===== config.mk =====
export PLATFORM = sky130hd
export DESIGN_NAME = ps2_host_rx
export DESIGN_NICKNAME = d
export VERILOG_FILES = /design/src/rtl/ps2_host_rx.sv
export SDC_FILE = /design/constraint.sdc
export NUM_CORES = 1
export LEC_CHECK = 0
export ABC_AREA = 1
export ABC_CLOCK_PERIOD_IN_PS = 5100
export BUFFER_PORTS_ARGS = -buffer_cell sky130_fd_sc_hd__buf_4
export CAP_MARGIN = 25
export CORE_ASPECT_RATIO = 0.7
export CORE_MARGIN = 2
export CORE_UTILIZATION = 50
export DETAILED_ROUTE_END_ITERATION = 7
export PLACE_DENSITY = 0.67
export REMOVE_ABC_BUFFERS = 1
export SYNTH_ARGS = -nofsm -noshare
export SYNTH_HDL_FRONTEND = slang
export SYNTH_SLANG_ARGS = --single-unit

===== constraint.sdc =====
create_clock -name clk_p -period 5.1 [get_ports clk_p]
set_clock_uncertainty 0.1 [all_clocks]
set_input_delay 0.765 -clock clk_p [delete_from_list [all_inputs] [get_ports clk_p]]
set_output_delay 0.765 -clock clk_p [all_outputs]
set_load 0.005 [all_outputs]

===== src/rtl/ps2_host_rx.sv =====
`default_nettype none
// ============================================================================
// Module   : ps2_host_rx
// Brief    : PS/2 host-side receiver. Synchronises and filters the PS/2
//            clock/data lines, decodes 11-bit frames (start, 8 data LSB
//            first, odd parity, stop) and queues good bytes in a small FIFO.
// Revision : 1.0 - initial release
// ============================================================================
module ps2_host_rx #(
  parameter int FILTER_LEN = 8,
  parameter int TIMEOUT    = 100000,
  parameter int FIFO_DEPTH = 4
) (
  input  logic       clk_p,
  input  logic       reset,
  input  logic       ps2_clk,
  input  logic       ps2_data,
  input  logic       rx_rd,
  output logic [7:0] rx_data,
  output logic       rx_empty,
  output logic       rx_err,
  output logic       rx_ovf,
  input  logic       ovf_clr,
  output logic       busy
);

  localparam int AW = $clog2(FIFO_DEPTH);
  localparam int TW = $clog2(TIMEOUT + 1);

  localparam logic [7:0]    c_FILT_LAST = 8'(FILTER_LEN - 1);
  localparam logic [TW-1:0] c_TO_LAST   = TW'(TIMEOUT - 1);

  localparam logic [1:0] c_IDLE   = 2'd0;
  localparam logic [1:0] c_DATA   = 2'd1;
  localparam logic [1:0] c_PARITY = 2'd2;
  localparam logic [1:0] c_STOP   = 2'd3;

  // Input conditioning state
  logic          clk_s1_q, clk_s1_d, clk_s2_q, clk_s2_d;
  logic          dat_s1_q, dat_s1_d, dat_s2_q, dat_s2_d;
  logic [7:0]    clk_cnt_q, clk_cnt_d, dat_cnt_q, dat_cnt_d;
  logic          clk_filt_q, clk_filt_d, dat_filt_q, dat_filt_d;
  logic          clk_prev_q, clk_prev_d;

  // Frame decoder state
  logic [1:0]    state_q, state_d;
  logic [2:0]    bit_cnt_q, bit_cnt_d;
  logic [7:0]    shift_q, shift_d;
  logic          par_q, par_d;
  logic [TW-1:0] timer_q, timer_d;
  logic          err_q, err_d;

  // FIFO state
  logic [7:0]    mem_q [FIFO_DEPTH];
  logic [7:0]    mem_d [FIFO_DEPTH];
  logic [AW:0]   wr_q, wr_d, rd_q, rd_d;
  logic          ovf_q, ovf_d;

  logic          w_fe;
  logic          w_bit;
  logic          w_push;
  logic          w_empty;
  logic          w_full;
  logic          w_pop;
  logic          w_wr_en;

  // Two-stage synchronisers, then a saturating run-length filter per line:
  // the filtered level only follows the input after FILTER_LEN consecutive
  // samples disagree with it.
  always_comb begin
    clk_s1_d   = ps2_clk;
    clk_s2_d   = clk_s1_q;
    dat_s1_d   = ps2_data;
    dat_s2_d   = dat_s1_q;
    clk_prev_d = clk_filt_q;

    clk_cnt_d  = '0;
    clk_filt_d = clk_filt_q;
    if (clk_s2_q != clk_filt_q) begin
      if (clk_cnt_q == c_FILT_LAST) begin
        clk_filt_d = clk_s2_q;
      end else begin
        clk_cnt_d = clk_cnt_q + 8'd1;
      end
    end

    dat_cnt_d  = '0;
    dat_filt_d = dat_filt_q;
    if (dat_s2_q != dat_filt_q) begin
      if (dat_cnt_q == c_FILT_LAST) begin
        dat_filt_d = dat_s2_q;
      end else begin
        dat_cnt_d = dat_cnt_q + 8'd1;
      end
    end
  end

  // Falling edge of the filtered clock; data is taken at the same instant.
  assign w_fe  = clk_prev_q & ~clk_filt_q;
  assign w_bit = dat_filt_q;

  // Frame decoder: start/data/parity/stop sequencing plus inter-edge timeout.
  always_comb begin
    state_d   = state_q;
    bit_cnt_d = bit_cnt_q;
    shift_d   = shift_q;
    par_d     = par_q;
    timer_d   = '0;
    err_d     = 1'b0;
    w_push    = 1'b0;

    if (state_q != c_IDLE) begin
      timer_d = w_fe ? '0 : timer_q + TW'(1);
    end

    case (state_q)
      c_IDLE: begin
        if (w_fe) begin
          if (!w_bit) begin
            state_d   = c_DATA;
            bit_cnt_d = 3'd0;
            timer_d   = '0;
          end else begin
            err_d = 1'b1;
          end
        end
      end
      c_DATA: begin
        if (w_fe) begin
          shift_d   = {w_bit, shift_q[7:1]};
          bit_cnt_d = bit_cnt_q + 3'd1;
          if (bit_cnt_q == 3'd7) begin
            state_d = c_PARITY;
          end
        end
      end
      c_PARITY: begin
        if (w_fe) begin
          par_d   = w_bit;
          state_d = c_STOP;
        end
      end
      c_STOP: begin
        if (w_fe) begin
          // Odd parity: the XOR over data and parity must be 1.
          if (w_bit && (^{shift_q, par_q})) begin
            w_push = 1'b1;
          end else begin
            err_d = 1'b1;
          end
          state_d = c_IDLE;
        end
      end
      default: state_d = c_IDLE;
    endcase

    // A stalled frame is abandoned; the partial byte is simply never pushed.
    if ((state_q != c_IDLE) && !w_fe && (timer_q == c_TO_LAST)) begin
      err_d   = 1'b1;
      state_d = c_IDLE;
      timer_d = '0;
    end
  end

  // FIFO bookkeeping: extra pointer bit separates full from empty; a full
  // FIFO still accepts a push when a pop frees the head slot that cycle.
  always_comb begin
    w_empty = (wr_q == rd_q);
    w_full  = (wr_q[AW] != rd_q[AW]) && (wr_q[AW-1:0] == rd_q[AW-1:0]);
    w_pop   = rx_rd & ~w_empty;
    w_wr_en = w_push & (~w_full | w_pop);

    mem_d = mem_q;
    if (w_wr_en) begin
      mem_d[wr_q[AW-1:0]] = shift_q;
    end
    wr_d = wr_q + (AW+1)'(w_wr_en);
    rd_d = rd_q + (AW+1)'(w_pop);

    if (w_push && w_full && !w_pop) begin
      ovf_d = 1'b1;
    end else if (ovf_clr) begin
      ovf_d = 1'b0;
    end else begin
      ovf_d = ovf_q;
    end
  end

  // State registers; the idle PS/2 bus level is high, so line state resets to 1.
  always_ff @(posedge clk_p) begin
    if (reset) begin
      clk_s1_q   <= 1'b1;
      clk_s2_q   <= 1'b1;
      dat_s1_q   <= 1'b1;
      dat_s2_q   <= 1'b1;
      clk_cnt_q  <= '0;
      dat_cnt_q  <= '0;
      clk_filt_q <= 1'b1;
      dat_filt_q <= 1'b1;
      clk_prev_q <= 1'b1;
      state_q    <= c_IDLE;
      bit_cnt_q  <= '0;
      shift_q    <= '0;
      par_q      <= 1'b0;
      timer_q    <= '0;
      err_q      <= 1'b0;
      for (int i = 0; i < FIFO_DEPTH; i++) begin
        mem_q[i] <= '0;
      end
      wr_q       <= '0;
      rd_q       <= '0;
      ovf_q      <= 1'b0;
    end else begin
      clk_s1_q   <= clk_s1_d;
      clk_s2_q   <= clk_s2_d;
      dat_s1_q   <= dat_s1_d;
      dat_s2_q   <= dat_s2_d;
      clk_cnt_q  <= clk_cnt_d;
      dat_cnt_q  <= dat_cnt_d;
      clk_filt_q <= clk_filt_d;
      dat_filt_q <= dat_filt_d;
      clk_prev_q <= clk_prev_d;
      state_q    <= state_d;
      bit_cnt_q  <= bit_cnt_d;
      shift_q    <= shift_d;
      par_q      <= par_d;
      timer_q    <= timer_d;
      err_q      <= err_d;
      mem_q      <= mem_d;
      wr_q       <= wr_d;
      rd_q       <= rd_d;
      ovf_q      <= ovf_d;
    end
  end

  assign rx_data  = mem_q[rd_q[AW-1:0]];
  assign rx_empty = w_empty;
  assign rx_err   = err_q;
  assign rx_ovf   = ovf_q;
  assign busy     = (state_q != c_IDLE);

endmodule
`default_nettype wire

; ---- Yosys cells after proc, flatten, opt, wreduce, memory -nomap -nowiden
; Index checks and enable logic that the tools add are counted.
[word_totals]
regBits = 94
[classes]
addsub = 6
magnitude_cmp = 3
n_eq_ne = 18
n_mux = 33
bitwise_logic = 11
n_reduce_logical = 23
[op_table]
columns = operator, n
row1 = 17-bit two-way mux, 5
row2 = 32-bit bitwise mux, 1
row3 = 8-bit two-way mux, 3
row4 = "17-bit by 1-bit adder with 17-bit output, second input constant", 1
row5 = "17-bit == test, second input constant", 1
row6 = "8-bit by 1-bit adder with 8-bit output, second input constant", 2
row7 = 8-bit binary-select mux with 2-bit select, 1
row8 = 8-bit demux with 2-bit select, 1
row9 = "8-bit by 3-bit == test with 1-bit output, second input constant", 2
row10 = 2-bit two-way mux, 6
row11 = "2-bit != test, second input constant", 6
row12 = 1-bit two-way mux, 10
row13 = 3-bit two-way mux, 3
row14 = 9-bit parity, 1
row15 = 2-bit case mux with 4 select lines, 1
row16 = 2-bit AND reduction, 4
row17 = 1-bit logical AND, 7
row18 = 3-bit by 1-bit adder with 3-bit output, 2
row19 = "3-bit greater-or-equal comparator, second input constant", 2
row20 = 2-bit inverter with 3-bit output, 2
row21 = 3-bit case mux with 2 select lines, 1
row22 = 6-bit AND reduction, 1
row23 = 2-bit nonzero test, 3
row24 = 3-bit OR reduction, 2
row25 = 16 further kinds, 26

; ---- Depth between registers and ports, before layout
[depth]
depth_word = 8
mapped_depth = 16

; ---- Worst setup path before layout
; No wires, ideal clock.
[synth_path]
path_kind = input port to flip-flop
startpoint = in rx_rd
endpoint = reg wr_q[2]
setup_time_ns = 0.128
t_arrival_ns = 1.780
t_required_ns = 4.872
path_slack_ns = 3.093
path_stages = 9
path_cell_list = nor2_1 -> nand2_1 -> inv_2 -> nor2_8 -> buf_8 -> ha_1 -> ha_1 -> xnor2_1 -> nor2_1
[synth_via]
elab_chain_cells = 4
[synth_lines]
columns = item, line_no
row1 = start: declaration, 18  ; input logic rx_rd,
row2 = 1-bit AND, 170  ; w_pop = rx_rd & ~w_empty;
row3 = 1-bit OR, 171  ; w_wr_en = w_push & (~w_full | w_pop);
row4 = 1-bit AND, 171
row5 = 3-bit by 1-bit adder with 3-bit output, 177  ; wr_d = wr_q + (AW+1)'(w_wr_en);
row6 = end signal: assignment, 230  ; wr_q <= wr_d;
row7 = end: declaration, 56  ; logic [AW:0] wr_q, wr_d, rd_q, rd_d;
; No other way between the ends.
; A chain may end at the register's enable or synchronous reset.

; ---- Worst setup path in the final report
[layout_path]
startpoint = reg rd_q[0]
endpoint = out rx_data[7]
[layout_via]
elab_chain_cells = 4
[layout_lines]
columns = item, line_no
row1 = start: declaration, 56
row2 = start signal: assignment, 231  ; rd_q <= rd_d;
row3 = 2-bit inverter with 3-bit output (implied by the code), 236  ; assign rx_data = mem_q[rd_q[AW-1:0]];
row4 = 8-bit binary-select mux with 2-bit select, 236
row5 = 8-bit two-way mux (implied by the code) (2 in a row), 236
row6 = end: declaration, 19  ; output logic [7:0] rx_data,
; No other way between the ends. The select of a mux whose other input is x is not followed.

==> metrics.txt <==
Synth Cell Area=0.00443 mm^2; num ports=18; vias in the first global route=3266; WL/cell=12.3 um; measured slew at the worst slew-check pin=0.746 ns; slowest cell delay on critical path=0.80 ns; first-pass GRT wire length=15100 um; clk sinks=94; post-route cell area=0.00491 mm^2; clock power share=47.7%; warnings from Yosys=0; Routed Antenna Nets=0; crit start category=register; synth top area cells=dfxtp_1, nor2_1, nand2_1; Met1 Wirelength=4690 um; combinational power share=1.6%; LEAKAGE=0.00201 uW; nets=635; CTS clk-pin slew, worst paths=0.06 ns; Seq cells post-synth=94; Met3 Wirelength=375 um; Post-CTS Resized=0; Unique masters post-synth=40; reg2reg path depth=9; sw frac=19.6%; RSZ-0062 raised after global routing=false; Critical-path top delay cell=dfxtp_1; P&R area growth vs syn=10.7%; Avg Inst Size Synth=7.34 um^2; row count=28; H-Tree Depth=3; Power Density=297 mW/mm^2; setup TNS=0 ns; worst hold path class=reg -> reg; Synth area leader=dfxtp_1; Seq/Total Area, Yosys=42.5%; DRC viols=0; cts hold-fix bufs=0; status=completed; crit path setup slack, layout=2.32 ns; fin crit period=2.78 ns; die area=0.00964 mm^2; largest net degree at the start of global routing=42; maximum clock path buffer count=2; Tot Pwr=1460 uW; Setup violations, final=0; CP required=4.24 ns; Post-CTS Setup Repair Bufs=0; Cell Int Power=1170 uW; fmax=360 MHz; vias=3715; CTS tree=yes; DRT iter0 DRCs=224; Starting Density=52.1%; Slew headroom=50.2%; clk_lat worst skew=0.34 ns; GRT Residual Overflow=0; critical path arrival=1.92 ns; number of fill cells=810; Psw=285 uW; port bufs=17; initial antenna violation count=0; Die X=117 um; Cells on Worst Hold Path=1; max_cap viols=0; DP Area=0.00460 mm^2; met2 WL post-DR=3930 um; Post-DP HPWL=6620 um; core area=0.00851 mm^2; WS Path Type=reg -> out; Die Y=82.8 um; Setup crit end kind=output pin; Max IR drop VDD=0.224 mV; root buffer cell=clkbuf_16; Final Hold Fails=0; crit path cell chain=inv_2 > o21ai_0 > o22ai_1 > buf_4; Via density=5.02; Seq pwr share=50.6%; largest fanout on the critical path=19; total CTS buffers=9; Setup WS pre-CTS=2.55 ns; RePlAce Congestion=0.818; GRT Util Overall=20.3%; Slew Viols, Final=0; drt pass-1 iters=4; share of cells above drive strength 1=11.3%; share of the synthesized area in the top cell type=42.5%; # diodes=0; Final Cycle Share=54.5%; cell count after synthesis=604; WL final=9080 um; highest routed layer=met4
power groups by stage:
| stage | registers (uW) | clock network, uW | logic, uW |
|---|---|---|---|
| final | 737 | 695 | 24.0 |
| after global routing | 737 | 746 | 27.6 |
| after CTS | 737 | 716 | 24.2 |
| after detailed placement | 753 | 0 | 24.3 |
| after global placement | 753 | 0 | 23.7 |
| after floorplan | 753 | 0 | 14.4 |
metrics by stage:
stage          util [%]  hold WS (ns)  instances
3_3_place_gp       54.0         0.289        725
4_1_cts            57.6         0.312        740
2_1_floorplan         -         0.283        588
6_report           57.6         0.306        740
3_5_place_dp       54.0         0.294        725
5_1_grt            57.6         0.326        740
final cells by class:
cell class	instances	area, um^2	share of cell area, %
Clock buffer	11	233	4.74
Tap cell	120	150	3.06
Multi-Input combinational cell	426	2180	44.5
Timing Repair Buffer	17	128	2.60
Clock inverter	4	72.6	1.48
Sequential cell	94	1880	38.4
Inverter	68	258	5.25
cell families (layout without fill, tap and decap cells):
| logic type | count (synthesis) | after routing | synth area share [%] |
|---|---|---|---|
| xor gates and xnor gates | 17 | 17 | 3.36 |
| DFF | 94 | 94 | 42.5 |
| adders and majority gates | 13 | 13 | 3.67 |
| AOI/OAI and AO/OA | 73 | 73 | 8.89 |
| and+or+nand+nor | 323 | 323 | 33.3 |
| buffers and inverters | 84 | 100 | 8.27 |
Yosys cell counts:
cell type	instances
nor2_1	135
dfxtp_1	94
nand2_1	94
nand3_1	46
inv_1	45
a21oi_1	24
o21ai_0	24
inv_2	21
ha_1	13
o21ai_1	9
o22ai_1	9
xnor2_1	9
nor3b_1	8
xor2_1	8
nand4_1	7
buf_2	6
clkbuf_1	6
nor2_4	5
nor3_1	5
nor2_2	4
or2_1	4
buf_8	3
nor4_1	3
a221oi_1	2
a31oi_1	2
nand2_2	2
nand2_4	2
nand3_2	2
a211oi_1	1
and2_1	1
and3_1	1
buf_6	1
clkinv_1	1
inv_4	1
nand3_4	1
nand3b_1	1
nand4_4	1
nor2_8	1
o211ai_1	1
o21a_1	1
per-layer routing:
metal  track usage [%]  vias up
li1                  -     1959
met1              27.9     1699
met2              31.1       49
met3              5.88        8
met4              6.07        0
met5                 0        -
flip-flops by register name (all words and copies together) (netlist names), 2 cells and up:
signal     flops
mem_q         32
clk_cnt_q      8
dat_cnt_q      8
wr_q           3
timer_q       17
bit_cnt_q      3
shift_q        8
rd_q           3
state_q        2
critical path: cells and delay by family, from the launching register on:
kind	cells	cell delay, ns
flip-flops	1	0.80
AO/OA/AOI/OAI	2	0.34
buffers and inverters	2	0.43
layout by cell type (no fill, tap or decap), types with 4 or more instances in the layout:
cell       Yosys  final
nor3b_1        8      8
nand3_1       46     46
nand4_1        7      7
o22ai_1        9      9
or2_1          4      4
xnor2_1        9      9
a21oi_1       24     24
ha_1          13     13
dfxtp_1       94     94
buf_4          0     17
o21ai_1        9      9
clkbuf_16      0      9
nor2_4         5      5
nor3_1         5      5
inv_1         45     45
nor2_2         4      4
nand2_1       94     94
o21ai_0       24     24
xor2_1         8      8
nor2_1       135    135
inv_2         21     21
path summary, 6_finish.rpt:
kind / start / end / slack (ns)
min reg2reg: clk_s1_q / clk_s2_q / 0.31
max reg2reg: rd_q[0] / wr_q[2] / 2.68
min: clk_s1_q / clk_s2_q / 0.31
max: rd_q[0] / rx_data[7] / 2.32
No activity file was read; power rests on OpenSTA's default activity.
